## src/rtl/cnn_act_pkg.sv

```systemverilog
// Shared definitions for the CNN activation unit: mode encoding, the sigmoid
// breakpoint table (Q0.16) and fixed shift amounts.
package cnn_act_pkg;

    typedef enum logic [1:0] {
        MODE_SIGMOID = 2'd0,
        MODE_TANH    = 2'd1,
        MODE_RELU    = 2'd2,
        MODE_LEAKY   = 2'd3
    } act_mode_e;

    localparam int COEF_FRAC   = 16;
    localparam int LEAKY_SHIFT = 3;
    localparam int S_ENTRIES   = 9;

    // sigma(k) for k = 0..8 in Q0.16; indices past 8 repeat the last point so
    // the interpolation slope is zero in the saturated region.
    function automatic logic [15:0] sig_point(input logic [3:0] k);
        logic [15:0] s;
        case (k)
            4'd0:    s = 16'd32768;
            4'd1:    s = 16'd47911;
            4'd2:    s = 16'd57724;
            4'd3:    s = 16'd62428;
            4'd4:    s = 16'd64357;
            4'd5:    s = 16'd65097;
            4'd6:    s = 16'd65374;
            4'd7:    s = 16'd65476;
            default: s = 16'd65514;
        endcase
        return s;
    endfunction

endpackage

```

## src/rtl/cnn_act_lane.sv

```systemverilog
// One lane of the activation datapath: prep, table lookup, interpolation and
// post-processing, four registers deep, all advancing together on en.
module cnn_act_lane
    import cnn_act_pkg::*;
#(
    parameter int DATA_WIDTH = 16,
    parameter int FRAC_BITS  = 8
) (
    input  logic                  clk,
    input  logic                  reset,
    input  logic                  en,
    input  logic [1:0]            mode,
    input  logic [DATA_WIDTH-1:0] x,
    output logic [DATA_WIDTH-1:0] y
);

    localparam int W     = DATA_WIDTH;
    localparam int SHIFT = COEF_FRAC - FRAC_BITS;
    localparam logic signed [19:0] RND_V = (SHIFT > 0) ? 20'(1 << (SHIFT - 1)) : 20'sd0;

    // S1 combinational prep
    logic [W-1:0]  x_t;
    logic [W-1:0]  xs;
    logic [W-1:0]  a;
    logic          sat;
    logic [3:0]    k_n;
    logic [15:0]   f_n;
    logic [W-1:0]  byp_n;

    always_comb begin
        // tanh(x) = 2*sigma(2x) - 1, so the tanh path feeds a doubled, saturated input
        if (x[W-1] != x[W-2]) begin
            x_t = x[W-1] ? {1'b1, {(W-1){1'b0}}} : {1'b0, {(W-1){1'b1}}};
        end else begin
            x_t = {x[W-2:0], 1'b0};
        end
        xs    = (mode == MODE_TANH) ? x_t : x;
        a     = x[W-1] ? (-xs) : xs;
        sat   = (a >> FRAC_BITS) > W'(7);
        k_n   = sat ? 4'd8 : a[FRAC_BITS+3:FRAC_BITS];
        f_n   = sat ? 16'd0 : (16'(a[FRAC_BITS-1:0]) << SHIFT);
        byp_n = x;
        if (x[W-1]) begin
            byp_n = (mode == MODE_LEAKY) ? W'($signed(x) >>> LEAKY_SHIFT) : '0;
        end
    end

    act_mode_e     mode1, mode2, mode3;
    logic          neg1, neg2, neg3;
    logic [3:0]    k1;
    logic [15:0]   f1, f2;
    logic [15:0]   s_lo2, s_hi2;
    logic [16:0]   y3;
    logic [W-1:0]  byp1, byp2, byp3;

    // S4 combinational post: mirror for negative inputs, rescale for tanh
    logic [16:0]        yp;
    logic signed [19:0] ys;
    logic signed [19:0] v;

    always_comb begin
        yp = neg3 ? (17'h10000 - y3) : y3;
        ys = $signed({3'b000, yp});
        v  = (mode3 == MODE_TANH) ? (ys + ys - 20'sd65536) : ys;
    end

    always_ff @(posedge clk) begin
        if (!reset) begin
            mode1 <= MODE_SIGMOID;
            mode2 <= MODE_SIGMOID;
            mode3 <= MODE_SIGMOID;
            neg1  <= 1'b0;
            neg2  <= 1'b0;
            neg3  <= 1'b0;
            k1    <= '0;
            f1    <= '0;
            f2    <= '0;
            s_lo2 <= '0;
            s_hi2 <= '0;
            y3    <= '0;
            byp1  <= '0;
            byp2  <= '0;
            byp3  <= '0;
            y     <= '0;
        end else if (en) begin
            mode1 <= act_mode_e'(mode);
            neg1  <= x[W-1];
            k1    <= k_n;
            f1    <= f_n;
            byp1  <= byp_n;

            mode2 <= mode1;
            neg2  <= neg1;
            f2    <= f1;
            s_lo2 <= sig_point(k1);
            s_hi2 <= sig_point(k1 + 4'd1);
            byp2  <= byp1;

            mode3 <= mode2;
            neg3  <= neg2;
            byp3  <= byp2;
            y3    <= 17'(s_lo2) +
                     17'(({16'b0, s_hi2 - s_lo2} * {16'b0, f2}) >> COEF_FRAC);

            if (mode3 == MODE_RELU || mode3 == MODE_LEAKY) begin
                y <= byp3;
            end else begin
                y <= W'((v + RND_V) >>> SHIFT);
            end
        end
    end

endmodule

```

## src/rtl/cnn_activation.sv

```systemverilog
// Multi-lane activation unit: LANES datapath copies behind a shared valid
// pipeline, global-stall handshake, per-frame mode latch and done pulse.
module cnn_activation
    import cnn_act_pkg::*;
#(
    parameter int DATA_WIDTH = 16,
    parameter int FRAC_BITS  = 8,
    parameter int LANES      = 4,
    parameter int FRAME_LEN  = 1024
) (
    input  logic                        clk,
    input  logic                        reset,
    input  logic [1:0]                  mode,
    input  logic                        valid_in,
    output logic                        ready_in,
    input  logic [LANES*DATA_WIDTH-1:0] in,
    output logic                        valid_out,
    input  logic                        ready_out,
    output logic [LANES*DATA_WIDTH-1:0] out,
    output logic                        done
);

    localparam int CW = (FRAME_LEN > 1) ? $clog2(FRAME_LEN) : 1;
    localparam logic [CW-1:0] LAST = CW'(FRAME_LEN - 1);

    logic          en;
    logic          accept;
    logic          emit;
    logic [2:0]    vpipe;
    logic [CW-1:0] in_cnt;
    logic [CW-1:0] out_cnt;
    logic [1:0]    frame_mode;
    logic [1:0]    beat_mode;

    assign en       = !valid_out || ready_out;
    assign ready_in = en;
    assign accept   = valid_in && en;
    assign emit     = valid_out && ready_out;

    // The first beat of a frame uses the live mode; the rest use the latched one.
    assign beat_mode = (in_cnt == '0) ? mode : frame_mode;

    always_ff @(posedge clk) begin
        if (!reset) begin
            vpipe      <= '0;
            valid_out  <= 1'b0;
            done       <= 1'b0;
            in_cnt     <= '0;
            out_cnt    <= '0;
            frame_mode <= MODE_SIGMOID;
        end else begin
            done <= 1'b0;
            if (en) begin
                vpipe     <= {vpipe[1:0], valid_in};
                valid_out <= vpipe[2];
            end
            if (accept) begin
                if (in_cnt == '0) begin
                    frame_mode <= mode;
                end
                in_cnt <= (in_cnt == LAST) ? '0 : in_cnt + CW'(1);
            end
            if (emit) begin
                out_cnt <= (out_cnt == LAST) ? '0 : out_cnt + CW'(1);
                done    <= (out_cnt == LAST);
            end
        end
    end

    for (genvar i = 0; i < LANES; i++) begin : g_lane
        cnn_act_lane #(
            .DATA_WIDTH (DATA_WIDTH),
            .FRAC_BITS  (FRAC_BITS)
        ) u_lane (
            .clk   (clk),
            .reset (reset),
            .en    (en),
            .mode  (beat_mode),
            .x     (in[i*DATA_WIDTH +: DATA_WIDTH]),
            .y     (out[i*DATA_WIDTH +: DATA_WIDTH])
        );
    end

endmodule

```

## config.mk

```make
export PLATFORM = sky130hd
export DESIGN_NAME = cnn_activation
export DESIGN_NICKNAME = d
export VERILOG_FILES = /design/src/rtl/cnn_act_pkg.sv /design/src/rtl/cnn_act_lane.sv /design/src/rtl/cnn_activation.sv
export SDC_FILE = /design/constraint.sdc
export NUM_CORES = 2
export LEC_CHECK = 0
export BUFFER_PORTS_ARGS = -buffer_cell sky130_fd_sc_hd__buf_2
export CAP_MARGIN = 15
export CORE_MARGIN = 2
export CORE_UTILIZATION = 70
export CTS_BUF_LIST = sky130_fd_sc_hd__clkbuf_8
export CTS_CLUSTER_SIZE = 16
export DETAILED_ROUTE_END_ITERATION = 8
export PLACE_DENSITY = 0.91
export REMOVE_ABC_BUFFERS = 1
export SLEW_MARGIN = 20
export SYNTH_ARGS = -nofsm -noshare
export SYNTH_HDL_FRONTEND = slang
export SYNTH_SLANG_ARGS = --single-unit
export TNS_END_PERCENT = 30
```

## constraint.sdc

```tcl
create_clock -name clk -period 14.7 [get_ports clk]
set_clock_uncertainty 0.05 [all_clocks]
set_input_delay 1.47 -clock clk [delete_from_list [all_inputs] [get_ports clk]]
set_output_delay 1.47 -clock clk [all_outputs]
set_load 0.05 [all_outputs]
```

==> flow_summary.toml <==
[placement]
dp.cells = 7437
numPortBuffers = 136
place_ws_ps = 5320
dp_hpwl_um = 98700
place_congestion = 0.929

[sta]
fmax_mhz = 106
finalSetupTns_ps = 0
rsz0062_at_grt = "false"
setup_slack_ps = 5300
min_period_ps = 9400
setup_viol = 0
holdWs_ps = 397
tightest_slew_ps = 1110
drv_slew = 0
hold_violations = 0
min_period_over_period_pct = 64.0
relSlewSlack_pct = 24.7

[yosys]
ys_types = 93
yosys_warnings = 0
yosysTopAreaCell = "dfxtp_1"
synthCells = 6676
synthArstFlopShare_pct = 0
synthFlopType = "dfxtp_1"
synth_area_leaders = "dfxtp_1 23%, ha_1 13%, fa_1 13%, nand2_1 6.6%, a21oi_1 4.8%"
synth-seq-cells = 602
syn_area_um2 = 53200
syn_avg_cell_area_um2 = 7.97
synth_edf_count = 0
synth_top_area_share_pct = 22.7
seq_area_frac_synth_pct = 22.7

[floorplan]
die-width_um = 280
die_h_um = 280
start_util_pct = 70.4
dieArea_um2 = 78200
core_um2 = 75600
io_pins = 137
placementRows = 101

[critical_path]
cp_max_fo = 8
cp-start-kind = "flop"
cp_num_buf_inv = 4
cp_data_required_time_ps = 15230
setup.reg_to_reg.worst_slack_ps = 5300
cp_data_arrival_time_ps = 9940
critPathKind = "reg -> reg"
r2r_end = "g_lane[1].u_lane.y3[15]"
cp_top_family = "adder cells"
reg2reg_from = "g_lane[1].u_lane.s_hi2[0]"
critPathMaxStageDelay_ps = 630
cp_slowest_cell = "xnor2_1"
endpoint_kind = "flop"
ff2ff_path_depth = 36

[routing]
drt_iter0_markers = 4861
vias_per_cell = 6.29
routedWlPerCell_um = 18.2
drt-total-wl_um = 139000
drt_pass1_iterations = 9
vias = 47900
drcViolationCount = 0
ant_nets = 0

[global_routing]
grt_pass1_vias = 46400
grt_max_degree = 206
grt.overflow.total = 0
grt_pass1_wl_um = 228000
grtUsageTotal_pct = 35.0
antenna_found_initial = 12

[pwr]
p_leak_nw = 26.0
powerDensity_nw_per_um2 = 76.0
p_total_mw = 4.25
vdd_drop_max_v = 0.0000846

[worst_hold_path]
hold_path_end = "g_lane[1].u_lane.byp3[4]"
hold_depth = 2
worstHoldPathType = "reg -> reg"
worstHoldStart = "g_lane[1].u_lane.byp3[4]"

[clock_network]
numCtsBuffers = 91
cts_setup_buffers = 0
clkSinkCount = 602
cts.hold.buffers_added = 0
post_cts_resized = 0
clk_path_buf_depth = 3
htreeDepth = 3
insertion_delay_ps = 710
cts.clk_slew.worst_paths_ps = 70
cts-root-buf = "clkbuf_8"
cts_tree = "built"

[finish]
syn_to_final_growth_pct = 5.15
drive_above_1_share_pct = 5.83
nFillCells = 5412
final_cells = 7612
final_common_cell = "nand2_1"
final_cell_mix = "931 x nand2_1, 690 x inv_1, 601 x dfxtp_1"
nets = 7513

[flow_run]
maxCapViolCount = 0

[run_status]
status = "finished, final reports clean"
metal layers:
layer  share of wire, %  GRT usage [%]
met1                 41           46.3
met2                 46           56.6
met3                9.6           6.99
met4                3.6           13.3
met5              0.024              0
synth_stat cells, drive strengths merged (22+ instances only):
library cell,count
o22ai,43
inv,666
or3,31
ha,551
nor2b,73
a31oi,31
nand3b,25
fa,340
nand2,932
o21a,35
nor3,184
clkbuf,335
nor4,33
xnor2,149
o21ai,289
or2,22
and3,39
a22o,24
a221oi,63
a21oi,507
xor2,91
a21boi,27
a21o,25
mux2i,54
o211ai,50
buf,56
and2,366
nand2b,54
nor2,399
a211oi,86
dfxtp,602
nand4,22
nand3,109
sequential cells by signal, indices dropped and copies added, names as in the netlist, 3 cells and up, named ones only:
name,count
g_lane.u_lane.y3,68
g_lane.u_lane.byp1,64
g_lane.u_lane.byp2,64
g_lane.u_lane.byp3,64
g_lane.u_lane.y,64
g_lane.u_lane.s_hi2,53
g_lane.u_lane.s_lo2,52
g_lane.u_lane.f1,32
g_lane.u_lane.f2,32
g_lane.u_lane.k1,16
in_cnt,10
out_cnt,10
g_lane.u_lane.neg1,4
g_lane.u_lane.neg2,4
g_lane.u_lane.neg3,4
vpipe,3
through the flow:
| stage | util, % | cell area, um^2 |
|---|---|---|
| final | 74.0 | 55900 |
| after global routing | 74.0 | 55900 |
| after CTS | 74.0 | 55900 |
| after global placement | 71.4 | 54000 |
| after detailed placement | 71.4 | 54000 |
| after floorplan | - | 51700 |
worst register-to-register path, delay by kind of cell, from the launching register on:
family	cells	cell delay (ps)
compound gates	11	2570
xor+xnor	3	1000
fa+ha+maj	10	3870
buf+inv	4	220
flops	1	350
simple gates	8	1240
worst max path at each step:
| stage | startpoint | end | slack, ps | cells after the start |
|---|---|---|---|---|
| floorplan | ready_out | flop | -23640 | 6 |
| global placement | g_lane[2].u_lane.s_hi2[0] | g_lane[2].u_lane.y3[15] | 5610 | 39 |
| detailed placement | g_lane[2].u_lane.s_hi2[0] | g_lane[2].u_lane.y3[15] | 5320 | 39 |
| CTS | g_lane[2].u_lane.s_hi2[0] | g_lane[2].u_lane.y3[15] | 5290 | 39 |
| global route | g_lane[1].u_lane.s_hi2[0] | g_lane[1].u_lane.y3[12] | 4600 | 37 |
| finish | g_lane[1].u_lane.s_hi2[0] | g_lane[1].u_lane.y3[15] | 5300 | 36 |
area by class of cell:
| cell class | instances | area, um^2 | area share (%) |
|---|---|---|---|
| antenna | 11 | 27.5 | 0.0492 |
| clock buffer | 123 | 1690 | 3.03 |
| inverter | 669 | 2530 | 4.52 |
| clock inverter | 41 | 241 | 0.432 |
| timing repair buffer | 174 | 978 | 1.75 |
| sequential | 602 | 12100 | 21.5 |
| tap | 978 | 1220 | 2.19 |
| multi-input combinational | 5014 | 37200 | 66.5 |
cell families (layout without fill, tap and decap cells):
| group | Yosys count | count (layout) | synth area share [%] |
|---|---|---|---|
| buffers and inverters | 1060 | 1007 | 7.56 |
| other | 0 | 11 | 0 |
| AND/OR/NAND/NOR | 2357 | 2357 | 21.2 |
| multiplexers | 74 | 74 | 1.45 |
| AO/OA/AOI/OAI | 1452 | 1452 | 17.4 |
| XOR/XNOR | 240 | 240 | 3.95 |
| adder cells (fa/ha/maj) | 891 | 891 | 25.8 |
| flip-flops | 602 | 602 | 22.7 |
power by group:
part	internal, mW	switching [mW]
registers	1.71	0.0773
logic	0.335	0.673
clock network	0.782	0.675
No activity file was read; power rests on OpenSTA's default activity.
